## config.mk

```make
export PLATFORM = sky130hd
export DESIGN_NAME = alu_share_ctrl
export DESIGN_NICKNAME = d
export VERILOG_FILES = /design/src/rtl/alu_share_ctrl.sv
export SDC_FILE = /design/constraint.sdc
export NUM_CORES = 1
export LEC_CHECK = 0
export ABC_AREA = 1
export CELL_PAD_IN_SITES_DETAIL_PLACEMENT = 0
export CELL_PAD_IN_SITES_GLOBAL_PLACEMENT = 1
export CORE_ASPECT_RATIO = 0.6
export CORE_MARGIN = 2
export CORE_UTILIZATION = 38
export CTS_CLUSTER_DIAMETER = 150
export DETAILED_ROUTE_END_ITERATION = 16
export PLACE_DENSITY_LB_ADDON = 0.1
export SLEW_MARGIN = 30
export SYNTH_ARGS = -nofsm -noshare
export SYNTH_HDL_FRONTEND = slang
export SYNTH_SLANG_ARGS = --single-unit
```

## constraint.sdc

```tcl
create_clock -name clk -period 5.1 [get_ports clk]
set_input_delay 1.02 -clock clk [delete_from_list [all_inputs] [get_ports clk]]
set_output_delay 1.02 -clock clk [all_outputs]
set_load 0.01 [all_outputs]
```

## src/rtl/alu_share_ctrl.sv

```systemverilog
// Arbitrated wrapper that time-shares one 32-bit ALU between two issue lanes.
// One operation in flight; the registered result is held until the owner accepts it.

module yalu (
  output logic [31:0] z,
  output logic        ex,
  input  logic [31:0] a,
  input  logic [31:0] b,
  input  logic [2:0]  op
);
  logic [31:0] and_res;
  logic [31:0] or_res;
  logic [31:0] b_eff;
  logic [31:0] arith;
  logic [31:0] slt_res;

  genvar gi;
  generate
    for (gi = 0; gi < 32; gi++) begin : g_bit
      assign and_res[gi] = a[gi] & b[gi];
      assign or_res[gi]  = a[gi] | b[gi];
      assign b_eff[gi]   = b[gi] ^ op[2];
    end
  endgenerate

  assign arith = a + b_eff + {31'd0, op[2]};

  // Differing signs: a's sign decides. Equal signs: the adder's sign bit,
  // which is a-b only when op[2] set up a subtract.
  assign slt_res = {31'd0, (a[31] ^ b[31]) ? a[31] : arith[31]};

  always_comb begin
    z = and_res;
    case (op[1:0])
      2'b00:   z = and_res;
      2'b01:   z = or_res;
      2'b10:   z = arith;
      default: z = slt_res;
    endcase
  end

  assign ex = (z == 32'd0);
endmodule

module alu_share_ctrl #(
  parameter int unsigned FIXED_PRIO = 0
) (
  input  logic        clk,
  input  logic        reset,
  input  logic        req0_valid,
  output logic        req0_ready,
  input  logic [31:0] req0_a,
  input  logic [31:0] req0_b,
  input  logic [2:0]  req0_op,
  input  logic        req1_valid,
  output logic        req1_ready,
  input  logic [31:0] req1_a,
  input  logic [31:0] req1_b,
  input  logic [2:0]  req1_op,
  output logic        rsp_valid,
  output logic        rsp_port,
  input  logic        rsp_ready,
  output logic [31:0] rsp_z,
  output logic        rsp_zero,
  output logic        busy
);
  typedef enum logic [1:0] {IDLE, EXEC, RESP} state_t;

  state_t      state_reg, state_next;
  logic        rr_ptr_reg;
  logic        owner_reg;
  logic [31:0] a_reg, b_reg;
  logic [2:0]  op_reg;
  logic        rsp_valid_reg, rsp_port_reg, rsp_zero_reg;
  logic [31:0] rsp_z_reg;
  logic        grant0, grant1;
  logic [31:0] alu_z;
  logic        alu_ex;

  yalu u_alu (
    .z  (alu_z),
    .ex (alu_ex),
    .a  (a_reg),
    .b  (b_reg),
    .op (op_reg)
  );

  always_comb begin
    state_next = state_reg;
    grant0     = 1'b0;
    grant1     = 1'b0;
    case (state_reg)
      IDLE: begin
        // Grants are suppressed while reset is high so nothing is accepted and lost.
        if (!reset) begin
          if (req0_valid && (!req1_valid || FIXED_PRIO != 0 || !rr_ptr_reg))
            grant0 = 1'b1;
          else if (req1_valid)
            grant1 = 1'b1;
        end
        if (grant0 || grant1)
          state_next = EXEC;
      end
      EXEC:    state_next = RESP;
      RESP:    if (rsp_ready) state_next = IDLE;
      default: state_next = IDLE;
    endcase
  end

  always_ff @(posedge clk) begin
    if (reset) begin
      state_reg     <= IDLE;
      rr_ptr_reg    <= 1'b0;
      owner_reg     <= 1'b0;
      a_reg         <= 32'd0;
      b_reg         <= 32'd0;
      op_reg        <= 3'd0;
      rsp_valid_reg <= 1'b0;
      rsp_port_reg  <= 1'b0;
      rsp_z_reg     <= 32'd0;
      rsp_zero_reg  <= 1'b0;
    end else begin
      state_reg <= state_next;
      case (state_reg)
        IDLE: begin
          if (grant0 || grant1) begin
            a_reg     <= grant1 ? req1_a  : req0_a;
            b_reg     <= grant1 ? req1_b  : req0_b;
            op_reg    <= grant1 ? req1_op : req0_op;
            owner_reg <= grant1;
            if (FIXED_PRIO == 0)
              rr_ptr_reg <= ~grant1;
          end
        end
        EXEC: begin
          rsp_z_reg     <= alu_z;
          rsp_zero_reg  <= alu_ex;
          rsp_port_reg  <= owner_reg;
          rsp_valid_reg <= 1'b1;
        end
        RESP: begin
          if (rsp_ready)
            rsp_valid_reg <= 1'b0;
        end
        default: ;
      endcase
    end
  end

  assign req0_ready = grant0;
  assign req1_ready = grant1;
  assign rsp_valid  = rsp_valid_reg;
  assign rsp_port   = rsp_port_reg;
  assign rsp_z      = rsp_z_reg;
  assign rsp_zero   = rsp_zero_reg;
  assign busy       = (state_reg != IDLE);
endmodule
```

==> flow_results.xml, run 1 <==
<?xml version="1.0" encoding="UTF-8"?>
<metrics>
  <group name="placed_design">
    <metric name="post-place-ws" unit="ps">1350</metric>
    <metric name="hpwl" unit="µm">23100</metric>
    <metric name="place_congestion" unit="">0.905</metric>
    <metric name="portBuffers" unit="">176</metric>
  </group>
  <group name="logic_synthesis">
    <metric name="synth.most_common_cell" unit="">sky130_fd_sc_hd__nand2_1</metric>
    <metric name="cell_types_occupying_the_most_area_after_synthesis" unit="">sky130_fd_sc_hd__dfxtp_1 (26%), sky130_fd_sc_hd__nand2_1 (15%), sky130_fd_sc_hd__inv_1 (12%)</metric>
    <metric name="synthesis.area_per_instance" unit="µm²">6.10</metric>
    <metric name="synth_net_count" unit="">1513</metric>
    <metric name="yosys_warnings" unit="">0</metric>
    <metric name="synth_cells" unit="">1334</metric>
    <metric name="post-synth-top-area-cell" unit="">sky130_fd_sc_hd__dfxtp_1</metric>
    <metric name="syn-cell-area" unit="µm²">8140</metric>
    <metric name="synth.top_cells.by_count" unit="">sky130_fd_sc_hd__nand2_1 (327), sky130_fd_sc_hd__inv_1 (264), sky130_fd_sc_hd__nor2_1 (108), sky130_fd_sc_hd__dfxtp_1 (106), sky130_fd_sc_hd__nand3_1 (89)</metric>
    <metric name="register_area_share_after_synthesis" unit="%">26.1</metric>
    <metric name="synth-edff-count" unit="">0</metric>
    <metric name="postSynthRegisterBits" unit="">106</metric>
    <metric name="yosys_most_used_dff" unit="">sky130_fd_sc_hd__dfxtp_1</metric>
    <metric name="share_of_flip_flops_with_an_asynchronous_set_or_reset" unit="%">0</metric>
    <metric name="synthDominantCellAreaShare" unit="%">26.1</metric>
    <metric name="yosys.cell_types.count" unit="">37</metric>
  </group>
  <group name="finish">
    <metric name="insertedDiodeCount" unit="">0</metric>
    <metric name="ratio_of_cells_with_drive_above_1_in_the_final_layout" unit="%">5.39</metric>
    <metric name="flow.area_growth_from_synthesis" unit="%">28.0</metric>
    <metric name="final_net_count" unit="">1659</metric>
    <metric name="final_core_util" unit="%">49.6</metric>
  </group>
  <group name="power_and_ir_drop">
    <metric name="ir_drop" unit="V">0.000137</metric>
    <metric name="power.internal" unit="mW">1.65</metric>
    <metric name="design_power_total" unit="mW">2.61</metric>
    <metric name="power_leakage" unit="nW">5.42</metric>
    <metric name="power_frac_comb" unit="%">35.6</metric>
    <metric name="seq_power_share" unit="%">37.8</metric>
    <metric name="clockPowerShare" unit="%">26.6</metric>
    <metric name="switching_share" unit="%">37.0</metric>
    <metric name="power.net_switching" unit="mW">0.966</metric>
    <metric name="pwr_density_cell" unit="nW/µm²">251</metric>
  </group>
  <group name="sta">
    <metric name="headroom_to_the_max_slew_limit" unit="%">48.8</metric>
    <metric name="timing.final.hold_violations" unit="">0</metric>
    <metric name="slew_viol_final" unit="">0</metric>
    <metric name="finalCriticalPeriod" unit="ps">3740</metric>
    <metric name="setup_viol" unit="">0</metric>
    <metric name="fin_tns_setup" unit="ps">0</metric>
    <metric name="final_min_period_over_clock_period" unit="%">73.4</metric>
    <metric name="fmax" unit="MHz">267</metric>
    <metric name="fin_ws" unit="ps">1360</metric>
    <metric name="skew" unit="ps">9.37</metric>
    <metric name="grt_setup_unrepaired" unit="">no</metric>
    <metric name="timing_worst_slew_pin_value" unit="ps">767</metric>
  </group>
  <group name="detailed_routing">
    <metric name="drc" unit="">0</metric>
    <metric name="avgViaCountPerCell" unit="">4.97</metric>
    <metric name="number_of_vias_after_detailed_routing" unit="">8772</metric>
    <metric name="drt-initial-drc-count" unit="">679</metric>
    <metric name="postRouteWirelength" unit="µm">28800</metric>
    <metric name="postRouteAntennaNets" unit="">0</metric>
    <metric name="dr.pass1.iters" unit="">6</metric>
    <metric name="routed_wire_length_per_instance" unit="µm">16.3</metric>
  </group>
  <group name="clock_tree">
    <metric name="cts-buffers-inserted" unit="">9</metric>
    <metric name="cts_hold_repair.buffers" unit="">0</metric>
    <metric name="tritoncts" unit="">built</metric>
    <metric name="cts_resized" unit="">0</metric>
    <metric name="clock-sinks" unit="">106</metric>
    <metric name="clock_tree.htree_level_count" unit="">3</metric>
    <metric name="cts_max_path_buffers" unit="">2</metric>
    <metric name="cts.clk_slew.worst_paths" unit="ps">70</metric>
    <metric name="clock_insertion_delay_worst_skew" unit="ps">360</metric>
    <metric name="postCtsSetupBuffers" unit="">0</metric>
    <metric name="cts_root_buf" unit="">sky130_fd_sc_hd__clkbuf_16</metric>
  </group>
  <group name="setup_path">
    <metric name="cp_data_arrival_time" unit="ps">2720</metric>
    <metric name="crit_path_start" unit="">reset</metric>
    <metric name="rrSetupSlack" unit="ps">1740</metric>
    <metric name="r2r_end" unit="">rsp_zero</metric>
    <metric name="critical_path.endpoint_type" unit="">output pin</metric>
    <metric name="worstRegToRegCells" unit="">18</metric>
    <metric name="timing.critical_path.required" unit="ps">4080</metric>
    <metric name="crit-reg2reg-launch" unit="">op_reg[2]</metric>
    <metric name="worst_setup_path_endpoint" unit="">req0_ready</metric>
    <metric name="critical_path.max_fanout" unit="">25</metric>
    <metric name="path_class" unit="">in2out</metric>
    <metric name="crit_path_start_kind" unit="">input pin</metric>
  </group>
  <group name="grt">
    <metric name="grt_met2_use" unit="%">30.7</metric>
    <metric name="grt_overflow_total" unit="">0</metric>
    <metric name="grt.met1_usage" unit="%">44.3</metric>
    <metric name="global_route.usage.met3" unit="%">7.18</metric>
    <metric name="vias_in_the_first_global_route" unit="">7924</metric>
    <metric name="grt_antenna_before_repair" unit="">0</metric>
    <metric name="grt_pass1_wl" unit="µm">44600</metric>
    <metric name="grt_max_degree" unit="">68</metric>
    <metric name="track_usage" unit="%">25.9</metric>
    <metric name="global_route.peak_usage_layer" unit="">met1</metric>
  </group>
  <group name="worst_hold_path">
    <metric name="hold_path.class" unit="">reg2reg</metric>
  </group>
  <group name="die">
    <metric name="die_outline_width" unit="µm">193</metric>
    <metric name="dieHeight" unit="µm">117</metric>
    <metric name="floorplan.initialDensity" unit="%">38.7</metric>
    <metric name="rows" unit="">41</metric>
    <metric name="die_area" unit="µm²">22700</metric>
    <metric name="placeableCoreArea" unit="µm²">21000</metric>
    <metric name="io_pins" unit="">177</metric>
  </group>
  <group name="outcome">
    <metric name="run_status" unit="">finished, final reports clean</metric>
  </group>
  <group name="job">
    <metric name="drv_cap" unit="">0</metric>
  </group>
</metrics>
logic make-up after synthesis:
kind of cell | count (synthesis) | share of synthesized area [%]
buffers and inverters | 324 | 15.2
adders and majority gates | 40 | 6.24
xor gates and xnor gates | 32 | 3.44
DFF | 106 | 26.1
and+or+nand+nor | 586 | 30.7
AOI/OAI and AO/OA | 246 | 18.3
worst max-delay path, cell delays in order:
cell	delay [ps]
sky130_fd_sc_hd__clkdlybuf4s50_1	390
sky130_fd_sc_hd__buf_4	250
sky130_fd_sc_hd__nor3_4	210
sky130_fd_sc_hd__buf_4	260
sky130_fd_sc_hd__clkdlybuf4s50_1	580
how the worst min path moves through the flow:
stage,start,endpoint,depth (start not counted)
6_report,rsp_zero,rsp_zero,2
5_1_grt,rsp_zero,rsp_zero,2
4_1_cts,rsp_zero,rsp_zero,2
3_5_place_dp,rsp_zero,rsp_zero,2
3_3_place_gp,rr_ptr_reg,rr_ptr_reg,2
2_1_floorplan,rr_ptr_reg,rr_ptr_reg,2
stage by stage:
stage          hold slack [ps]  cells  cell area (µm²)
2_1_floorplan              446   1334             8140
3_3_place_gp               474   1748            10100
3_5_place_dp               476   1748            10100
4_1_cts                    489   1764            10400
5_1_grt                    517   1764            10400
6_report                   487   1764            10400
power by group through the flow:
| stage | Clock, mW | Combinational (mW) | Sequential [mW] |
|---|---|---|---|
| 6_report | 0.695 | 0.931 | 0.988 |
| 5_1_grt | 0.742 | 1.04 | 1.00 |
| 4_1_cts | 0.715 | 0.924 | 0.987 |
| 3_5_place_dp | 0 | 0.918 | 1.01 |
| 3_3_place_gp | 0 | 0.916 | 1.00 |
| 2_1_floorplan | 0 | 0.540 | 0.994 |
cell type report:
class	instances	area [µm²]
Clock buffer	10	239
Timing Repair Buffer	187	1840
Inverter	272	1020
Tap cell	279	349
Sequential cell	106	2120
Fill cell	2275	10600
Clock inverter	6	47.5
Multi-Input combinational cell	904	4800
per-layer routing:
layer,part of all wire (%),vias to the layer above
met5,0,-
met4,0.71,0
met3,11,13
met2,34,327
met1,55,3917
li1,-,4515
cells in the final DEF (no fill, tap or decap), drive strengths merged, types with 39 or more instances in the layout:
cell type	Yosys	routed
a21oi	56	56
a22oi	59	59
clkdlybuf4s50	0	176
dfxtp	106	106
ha	39	39
inv	272	273
nand2	343	343
nand3	94	94
nor2	121	121
o21ai	84	84
Power figures use the tool's default switching activity.
==> run 2, diff against run 1 <==
--- a/config.mk
+++ b/config.mk
@@ -10,7 +10,7 @@
 export CELL_PAD_IN_SITES_GLOBAL_PLACEMENT = 1
 export CORE_ASPECT_RATIO = 0.6
 export CORE_MARGIN = 2
-export CORE_UTILIZATION = 38
+export CORE_UTILIZATION = 36
 export CTS_CLUSTER_DIAMETER = 150
 export DETAILED_ROUTE_END_ITERATION = 16
 export PLACE_DENSITY_LB_ADDON = 0.1
==> constraint.sdc (replaced) <==
create_clock -name clk -period 3.66 [get_ports clk]
set_input_delay 0.732 -clock clk [delete_from_list [all_inputs] [get_ports clk]]
set_output_delay 0.732 -clock clk [all_outputs]
set_load 0.01 [all_outputs]
==> flow_results.xml, run 2 (synthesized netlist as in run 1, its figures left out) <==
<?xml version="1.0" encoding="UTF-8"?>
<metrics>
  <group name="power_and_ir_drop">
    <metric name="pwr_density_cell" unit="nW/µm²">354</metric>
    <metric name="power.net_switching" unit="mW">1.36</metric>
    <metric name="power_frac_comb" unit="%">35.2</metric>
    <metric name="clockPowerShare" unit="%">28.0</metric>
    <metric name="seq_power_share" unit="%">36.8</metric>
    <metric name="power_leakage" unit="nW">5.47</metric>
    <metric name="ir_drop" unit="V">0.000243</metric>
    <metric name="power.internal" unit="mW">2.38</metric>
    <metric name="switching_share" unit="%">36.4</metric>
  </group>
  <group name="sta">
    <metric name="timing_worst_slew_pin_value" unit="ps">679</metric>
    <metric name="fmax" unit="MHz">322</metric>
    <metric name="finalCriticalPeriod" unit="ps">3110</metric>
    <metric name="slew_viol_final" unit="">0</metric>
    <metric name="fin_tns_setup" unit="ps">0</metric>
    <metric name="headroom_to_the_max_slew_limit" unit="%">54.7</metric>
    <metric name="grt_setup_unrepaired" unit="">no</metric>
    <metric name="timing.final.hold_violations" unit="">0</metric>
    <metric name="skew" unit="ps">13.7</metric>
    <metric name="final_min_period_over_clock_period" unit="%">84.9</metric>
    <metric name="setup_viol" unit="">0</metric>
  </group>
  <group name="outcome">
    <metric name="run_status" unit="">finished, final reports clean</metric>
  </group>
  <group name="finish">
    <metric name="insertedDiodeCount" unit="">0</metric>
    <metric name="ratio_of_cells_with_drive_above_1_in_the_final_layout" unit="%">5.77</metric>
    <metric name="fin_area" unit="µm²">10600</metric>
    <metric name="layout.cells.most_common_list" unit="">sky130_fd_sc_hd__nand2_1 (327), sky130_fd_sc_hd__inv_1 (263), sky130_fd_sc_hd__clkdlybuf4s50_1 (176), sky130_fd_sc_hd__nor2_1 (106), sky130_fd_sc_hd__dfxtp_1 (105)</metric>
    <metric name="layout_commonest_cell" unit="">sky130_fd_sc_hd__nand2_1</metric>
    <metric name="multiInputGateArea" unit="µm²">4800</metric>
    <metric name="final_net_count" unit="">1665</metric>
    <metric name="filler_cell_count" unit="">2371</metric>
    <metric name="flow.area_growth_from_synthesis" unit="%">29.5</metric>
    <metric name="sequential_cell_area" unit="µm²">2120</metric>
  </group>
  <group name="setup_path">
    <metric name="critical_path.endpoint_type" unit="">flip-flop</metric>
    <metric name="cp_data_arrival_time" unit="ps">3400</metric>
    <metric name="path_class" unit="">reg2reg</metric>
    <metric name="timing.critical_path.required" unit="ps">3960</metric>
    <metric name="crit_path_start_kind" unit="">flip-flop</metric>
    <metric name="critical_path.max_fanout" unit="">17</metric>
  </group>
  <group name="die">
    <metric name="dieHeight" unit="µm">121</metric>
    <metric name="rows" unit="">42</metric>
    <metric name="io_pins" unit="">177</metric>
    <metric name="floorplan.initialDensity" unit="%">36.8</metric>
    <metric name="die_area" unit="µm²">23900</metric>
    <metric name="placeableCoreArea" unit="µm²">22100</metric>
    <metric name="die_outline_width" unit="µm">198</metric>
  </group>
  <group name="clock_tree">
    <metric name="tritoncts" unit="">built</metric>
    <metric name="clock_tree.htree_level_count" unit="">3</metric>
    <metric name="cts_resized" unit="">0</metric>
    <metric name="clock-sinks" unit="">106</metric>
    <metric name="cts_root_buf" unit="">sky130_fd_sc_hd__clkbuf_16</metric>
    <metric name="cts-buffers-inserted" unit="">9</metric>
    <metric name="clock_insertion_delay_worst_skew" unit="ps">370</metric>
    <metric name="cts.clk_slew.worst_paths" unit="ps">80</metric>
    <metric name="cts_hold_repair.buffers" unit="">0</metric>
    <metric name="cts_max_path_buffers" unit="">2</metric>
    <metric name="postCtsSetupBuffers" unit="">0</metric>
  </group>
  <group name="detailed_routing">
    <metric name="drt-initial-drc-count" unit="">761</metric>
    <metric name="postRouteAntennaNets" unit="">0</metric>
    <metric name="routed_wire_length_per_instance" unit="µm">16.5</metric>
    <metric name="avgViaCountPerCell" unit="">4.90</metric>
    <metric name="dr.pass1.iters" unit="">5</metric>
    <metric name="postRouteWirelength" unit="µm">29800</metric>
    <metric name="drc" unit="">0</metric>
    <metric name="number_of_vias_after_detailed_routing" unit="">8811</metric>
  </group>
  <group name="grt">
    <metric name="grt_antenna_before_repair" unit="">1</metric>
    <metric name="global_route.peak_usage_layer" unit="">met1</metric>
    <metric name="grt_met2_use" unit="%">28.9</metric>
    <metric name="global_route.usage.met3" unit="%">5.10</metric>
    <metric name="grt_max_degree" unit="">70</metric>
    <metric name="grt.met1_usage" unit="%">44.3</metric>
    <metric name="grt_overflow_total" unit="">0</metric>
    <metric name="grt_pass1_wl" unit="µm">45000</metric>
    <metric name="vias_in_the_first_global_route" unit="">7665</metric>
    <metric name="track_usage" unit="%">25.1</metric>
  </group>
  <group name="job">
    <metric name="drv_cap" unit="">0</metric>
  </group>
  <group name="worst_hold_path">
    <metric name="hold_path.class" unit="">reg2reg</metric>
  </group>
  <group name="placed_design">
    <metric name="placed_cell_area" unit="µm²">10200</metric>
    <metric name="portBuffers" unit="">176</metric>
    <metric name="hpwl" unit="µm">24100</metric>
    <metric name="place_congestion" unit="">0.947</metric>
  </group>
</metrics>
==> run 2: changes by cell type in the layout (fill, tap and decap cells not counted), sizes merged <==
cell | before | now
bufinv | 0 | 1
inv | 273 | 275
clkinvlp | 1 | 0
clkinv | 4 | 2
buf | 11 | 17
==> run 2: metrics by stage <==
step / cells / setup WS [ps] / utilization, % / power [mW] / hold WS, ps
floorplan: 1334 / 1010 / - / 2.14 / 446
global placement: 1783 / 562 / 46.3 / 2.69 / 456
detailed placement: 1783 / 599 / 46.3 / 2.69 / 459
CTS: 1799 / 556 / 47.7 / 3.75 / 472
global route: 1799 / 298 / 47.7 / 3.97 / 478
finish: 1799 / 553 / 47.7 / 3.74 / 474
==> run 2: power by group through the flow <==
| stage | Sequential [mW] | Clock, mW | Combinational (mW) |
|---|---|---|---|
| finish | 1.37 | 1.05 | 1.32 |
| global route | 1.39 | 1.12 | 1.46 |
| CTS | 1.37 | 1.07 | 1.30 |
| detailed placement | 1.40 | 0 | 1.29 |
| global placement | 1.40 | 0 | 1.29 |
| floorplan | 1.39 | 0 | 0.753 |
==> run 2: layer usage <==
| metal | up-vias | routed length [µm] |
|---|---|---|
| met1 | 3949 | 17500 |
| met3 | 15 | 2360 |
| met2 | 314 | 9650 |
| li1 | 4531 | - |
| met5 | - | 13 |
| met4 | 2 | 205 |
==> run 2: worst max-delay path: stages (launching register included) <==
cell,delay [ps]
sky130_fd_sc_hd__dfxtp_2,540
sky130_fd_sc_hd__buf_4,360
sky130_fd_sc_hd__xor2_1,110
sky130_fd_sc_hd__ha_1,420
sky130_fd_sc_hd__nand2_1,160
sky130_fd_sc_hd__inv_2,100
sky130_fd_sc_hd__nand2_1,100
sky130_fd_sc_hd__nor2_2,180
sky130_fd_sc_hd__nand3_1,130
sky130_fd_sc_hd__nand3_1,110
sky130_fd_sc_hd__nand2_1,60
sky130_fd_sc_hd__nand3_1,70
sky130_fd_sc_hd__nand2_1,80
sky130_fd_sc_hd__inv_1,100
sky130_fd_sc_hd__nand2_1,50
sky130_fd_sc_hd__nor2_1,130
sky130_fd_sc_hd__nand3_1,80
sky130_fd_sc_hd__nor2_1,90
sky130_fd_sc_hd__nand2_1,70
sky130_fd_sc_hd__a21oi_2,100
==> run 2: layout make-up <==
| cell class | count | area share [%] |
|---|---|---|
| multi-input combinational | 904 | 45.5 |
| timing repair buffer | 193 | 18.1 |
| sequential | 106 | 20.1 |
| clock buffer | 10 | 2.27 |
| tap | 308 | 3.65 |
| inverter | 272 | 9.68 |
| clock inverter | 6 | 0.664 |
==> run 2: final timing paths <==
| kind | endpoint | from | slack [ps] | cells after the start |
|---|---|---|---|---|
| max reg2reg | rsp_zero | op_reg[2] | 550 | 19 |
| min | rr_ptr_reg | rr_ptr_reg | 470 | 2 |
| max | rsp_zero | op_reg[2] | 550 | 19 |
| min reg2reg | rr_ptr_reg | rr_ptr_reg | 470 | 2 |
==> run 3, diff against run 2 <==
--- a/config.mk
+++ b/config.mk
@@ -10,7 +10,7 @@
 export CELL_PAD_IN_SITES_GLOBAL_PLACEMENT = 1
 export CORE_ASPECT_RATIO = 0.6
 export CORE_MARGIN = 2
-export CORE_UTILIZATION = 36
+export CORE_UTILIZATION = 32
 export CTS_CLUSTER_DIAMETER = 150
 export DETAILED_ROUTE_END_ITERATION = 16
 export PLACE_DENSITY_LB_ADDON = 0.1
==> constraint.sdc (replaced) <==
create_clock -name clk -period 2.8 [get_ports clk]
set_input_delay 0.56 -clock clk [delete_from_list [all_inputs] [get_ports clk]]
set_output_delay 0.56 -clock clk [all_outputs]
set_load 0.01 [all_outputs]
==> flow_results.xml, run 3 (synthesized netlist as in run 1, its figures left out) <==
<?xml version="1.0" encoding="UTF-8"?>
<metrics>
  <group name="outcome">
    <metric name="run_status" unit="">finished, final reports clean</metric>
  </group>
  <group name="setup_path">
    <metric name="rrSetupSlack" unit="ps">30</metric>
    <metric name="path_class" unit="">reg2reg</metric>
    <metric name="critical_path.endpoint_type" unit="">flip-flop</metric>
    <metric name="worstRegToRegCells" unit="">17</metric>
    <metric name="cp_data_arrival_time" unit="ps">3080</metric>
    <metric name="r2r_end" unit="">rsp_zero</metric>
    <metric name="crit_path_start" unit="">op_reg[2]</metric>
    <metric name="crit-reg2reg-launch" unit="">op_reg[2]</metric>
    <metric name="crit_path_start_kind" unit="">flip-flop</metric>
    <metric name="critical_path.max_fanout" unit="">5</metric>
    <metric name="timing.critical_path.required" unit="ps">3110</metric>
    <metric name="worst_setup_path_endpoint" unit="">rsp_zero</metric>
  </group>
  <group name="placed_design">
    <metric name="place_congestion" unit="">0.949</metric>
    <metric name="portBuffers" unit="">176</metric>
    <metric name="hpwl" unit="µm">26100</metric>
    <metric name="placed_cell_area" unit="µm²">10800</metric>
  </group>
  <group name="grt">
    <metric name="grt_overflow_total" unit="">0</metric>
    <metric name="grt_pass1_wl" unit="µm">48300</metric>
    <metric name="grt_antenna_before_repair" unit="">1</metric>
    <metric name="vias_in_the_first_global_route" unit="">8260</metric>
    <metric name="grt_max_degree" unit="">70</metric>
    <metric name="track_usage" unit="%">24.0</metric>
  </group>
  <group name="finish">
    <metric name="filler_cell_count" unit="">2661</metric>
    <metric name="layout_commonest_cell" unit="">sky130_fd_sc_hd__nand2_1</metric>
    <metric name="fin_area" unit="µm²">11700</metric>
    <metric name="final_net_count" unit="">1747</metric>
    <metric name="ratio_of_cells_with_drive_above_1_in_the_final_layout" unit="%">16.5</metric>
    <metric name="layout.cells.most_common_list" unit="">sky130_fd_sc_hd__nand2_1 (301), sky130_fd_sc_hd__inv_1 (256), sky130_fd_sc_hd__clkdlybuf4s50_1 (176), sky130_fd_sc_hd__dfxtp_1 (105), sky130_fd_sc_hd__nor2_1 (95)</metric>
    <metric name="insertedDiodeCount" unit="">0</metric>
    <metric name="flow.area_growth_from_synthesis" unit="%">44.0</metric>
  </group>
  <group name="detailed_routing">
    <metric name="number_of_vias_after_detailed_routing" unit="">9148</metric>
    <metric name="routed_wire_length_per_instance" unit="µm">16.9</metric>
    <metric name="postRouteWirelength" unit="µm">32200</metric>
    <metric name="avgViaCountPerCell" unit="">4.81</metric>
    <metric name="dr.pass1.iters" unit="">5</metric>
    <metric name="drt-initial-drc-count" unit="">813</metric>
    <metric name="drc" unit="">0</metric>
    <metric name="postRouteAntennaNets" unit="">0</metric>
  </group>
  <group name="sta">
    <metric name="timing_worst_slew_pin_value" unit="ps">618</metric>
    <metric name="grt_setup_unrepaired" unit="">yes</metric>
    <metric name="skew" unit="ps">5.51</metric>
    <metric name="slew_viol_final" unit="">0</metric>
    <metric name="fin_tns_setup" unit="ps">0</metric>
    <metric name="finalCriticalPeriod" unit="ps">2770</metric>
    <metric name="setup_viol" unit="">0</metric>
    <metric name="headroom_to_the_max_slew_limit" unit="%">58.4</metric>
    <metric name="fmax" unit="MHz">361</metric>
    <metric name="timing.final.hold_violations" unit="">0</metric>
    <metric name="final_min_period_over_clock_period" unit="%">99.0</metric>
  </group>
  <group name="die">
    <metric name="floorplan.initialDensity" unit="%">32.4</metric>
    <metric name="dieHeight" unit="µm">128</metric>
    <metric name="rows" unit="">45</metric>
    <metric name="die_area" unit="µm²">26800</metric>
    <metric name="placeableCoreArea" unit="µm²">25200</metric>
    <metric name="die_outline_width" unit="µm">210</metric>
    <metric name="io_pins" unit="">177</metric>
  </group>
  <group name="clock_tree">
    <metric name="cts.clk_slew.worst_paths" unit="ps">70</metric>
    <metric name="clock_tree.htree_level_count" unit="">3</metric>
    <metric name="tritoncts" unit="">built</metric>
    <metric name="cts-buffers-inserted" unit="">9</metric>
    <metric name="cts_max_path_buffers" unit="">2</metric>
    <metric name="clock_insertion_delay_worst_skew" unit="ps">370</metric>
    <metric name="clock-sinks" unit="">106</metric>
    <metric name="cts_root_buf" unit="">sky130_fd_sc_hd__clkbuf_16</metric>
  </group>
  <group name="power_and_ir_drop">
    <metric name="pwr_density_cell" unit="nW/µm²">434</metric>
    <metric name="power_leakage" unit="nW">5.91</metric>
    <metric name="ir_drop" unit="V">0.000262</metric>
  </group>
  <group name="worst_hold_path">
    <metric name="hold_path.class" unit="">reg2reg</metric>
    <metric name="worst_hold_startpoint" unit="">rr_ptr_reg</metric>
  </group>
  <group name="job">
    <metric name="drv_cap" unit="">0</metric>
  </group>
</metrics>
[run 3: changes by cell type in the layout (fill, tap and decap cells not counted), moves of 9 or more]
cell	delta
sky130_fd_sc_hd__nor2_1	-11
sky130_fd_sc_hd__nand2_2	+24
sky130_fd_sc_hd__buf_4	+74
sky130_fd_sc_hd__a21oi_2	+12
sky130_fd_sc_hd__ha_1	-12
sky130_fd_sc_hd__nand2_1	-26
sky130_fd_sc_hd__a21oi_1	-16
sky130_fd_sc_hd__xor2_1	-10
sky130_fd_sc_hd__xor2_2	+9
[run 3: area by class of cell]
class                      instances  area (µm²)  area share [%]
inverter                         272        1020            8.71
tap                              329         412            3.51
multi-input combinational        904        5280            45.0
timing repair buffer             275        2630            22.4
clock inverter                     5        31.3           0.267
sequential                       106        2130            18.1
clock buffer                      10         229            1.95
[run 3: worst min-delay path by stage]
stage	to	slack, ps	depth (start not counted)
6_report	rr_ptr_reg	480	2
5_1_grt	rr_ptr_reg	520	2
4_1_cts	rr_ptr_reg	480	2
3_5_place_dp	rr_ptr_reg	470	2
3_3_place_gp	rr_ptr_reg	460	2
2_1_floorplan	rr_ptr_reg	450	2
[run 3: per-layer routing]
metal  routed length (µm)  GRT usage, %  up-vias
li1                     -             -     4688
met1                19000          41.2     4170
met2                10600          28.0      276
met3                 2260          5.73       14
met4                  267          4.21        0
met5                    0             0        -
[run 3: metrics by stage]
step | total power, mW | cells | setup slack (ps) | hold WS (ps) | utilization, %
2_1_floorplan | 2.80 | 1334 | 148 | 446 | -
3_3_place_gp | 3.69 | 1872 | -60.3 | 458 | 42.9
3_5_place_dp | 3.69 | 1872 | -1.81 | 467 | 42.9
4_1_cts | 4.94 | 1889 | 3.80 | 478 | 44.3
5_1_grt | 5.41 | 1901 | -119 | 515 | 46.6
6_report | 5.08 | 1901 | 28.8 | 482 | 46.6
[run 3: report_power, final]
part,total (mW),leakage (nW),switching [mW],internal [mW]
Combinational,2.09,4.92,1.14,0.950
Sequential,1.79,0.869,0.138,1.66
Clock,1.20,0.128,0.601,0.598
Total,5.08,5.91,1.88,3.21
[run 3: what timing repair did]
action,in CTS,in global routing
pin swaps,1,34
hold buffers,0,0
gates cloned,1,2
resized for setup,12,111
setup buffers,1,10
endpoints found under the setup margin,2,12
[run 3: critical path: stages, from the launching register on]
cell and delay [ps]:
sky130_fd_sc_hd__dfxtp_4 400, sky130_fd_sc_hd__buf_12 150, sky130_fd_sc_hd__buf_16 140, sky130_fd_sc_hd__xor2_1 160, sky130_fd_sc_hd__ha_1 360, sky130_fd_sc_hd__a21o_1 250, sky130_fd_sc_hd__nor2_2 130, sky130_fd_sc_hd__nand2_2 90
sky130_fd_sc_hd__a21oi_4 170, sky130_fd_sc_hd__nand2_1 80, sky130_fd_sc_hd__nand2_2 70, sky130_fd_sc_hd__nand3_2 60, sky130_fd_sc_hd__a21oi_2 160, sky130_fd_sc_hd__buf_6 140, sky130_fd_sc_hd__nand3_2 60, sky130_fd_sc_hd__nor2_1 110
sky130_fd_sc_hd__nand2_1 70, sky130_fd_sc_hd__a21oi_2 100
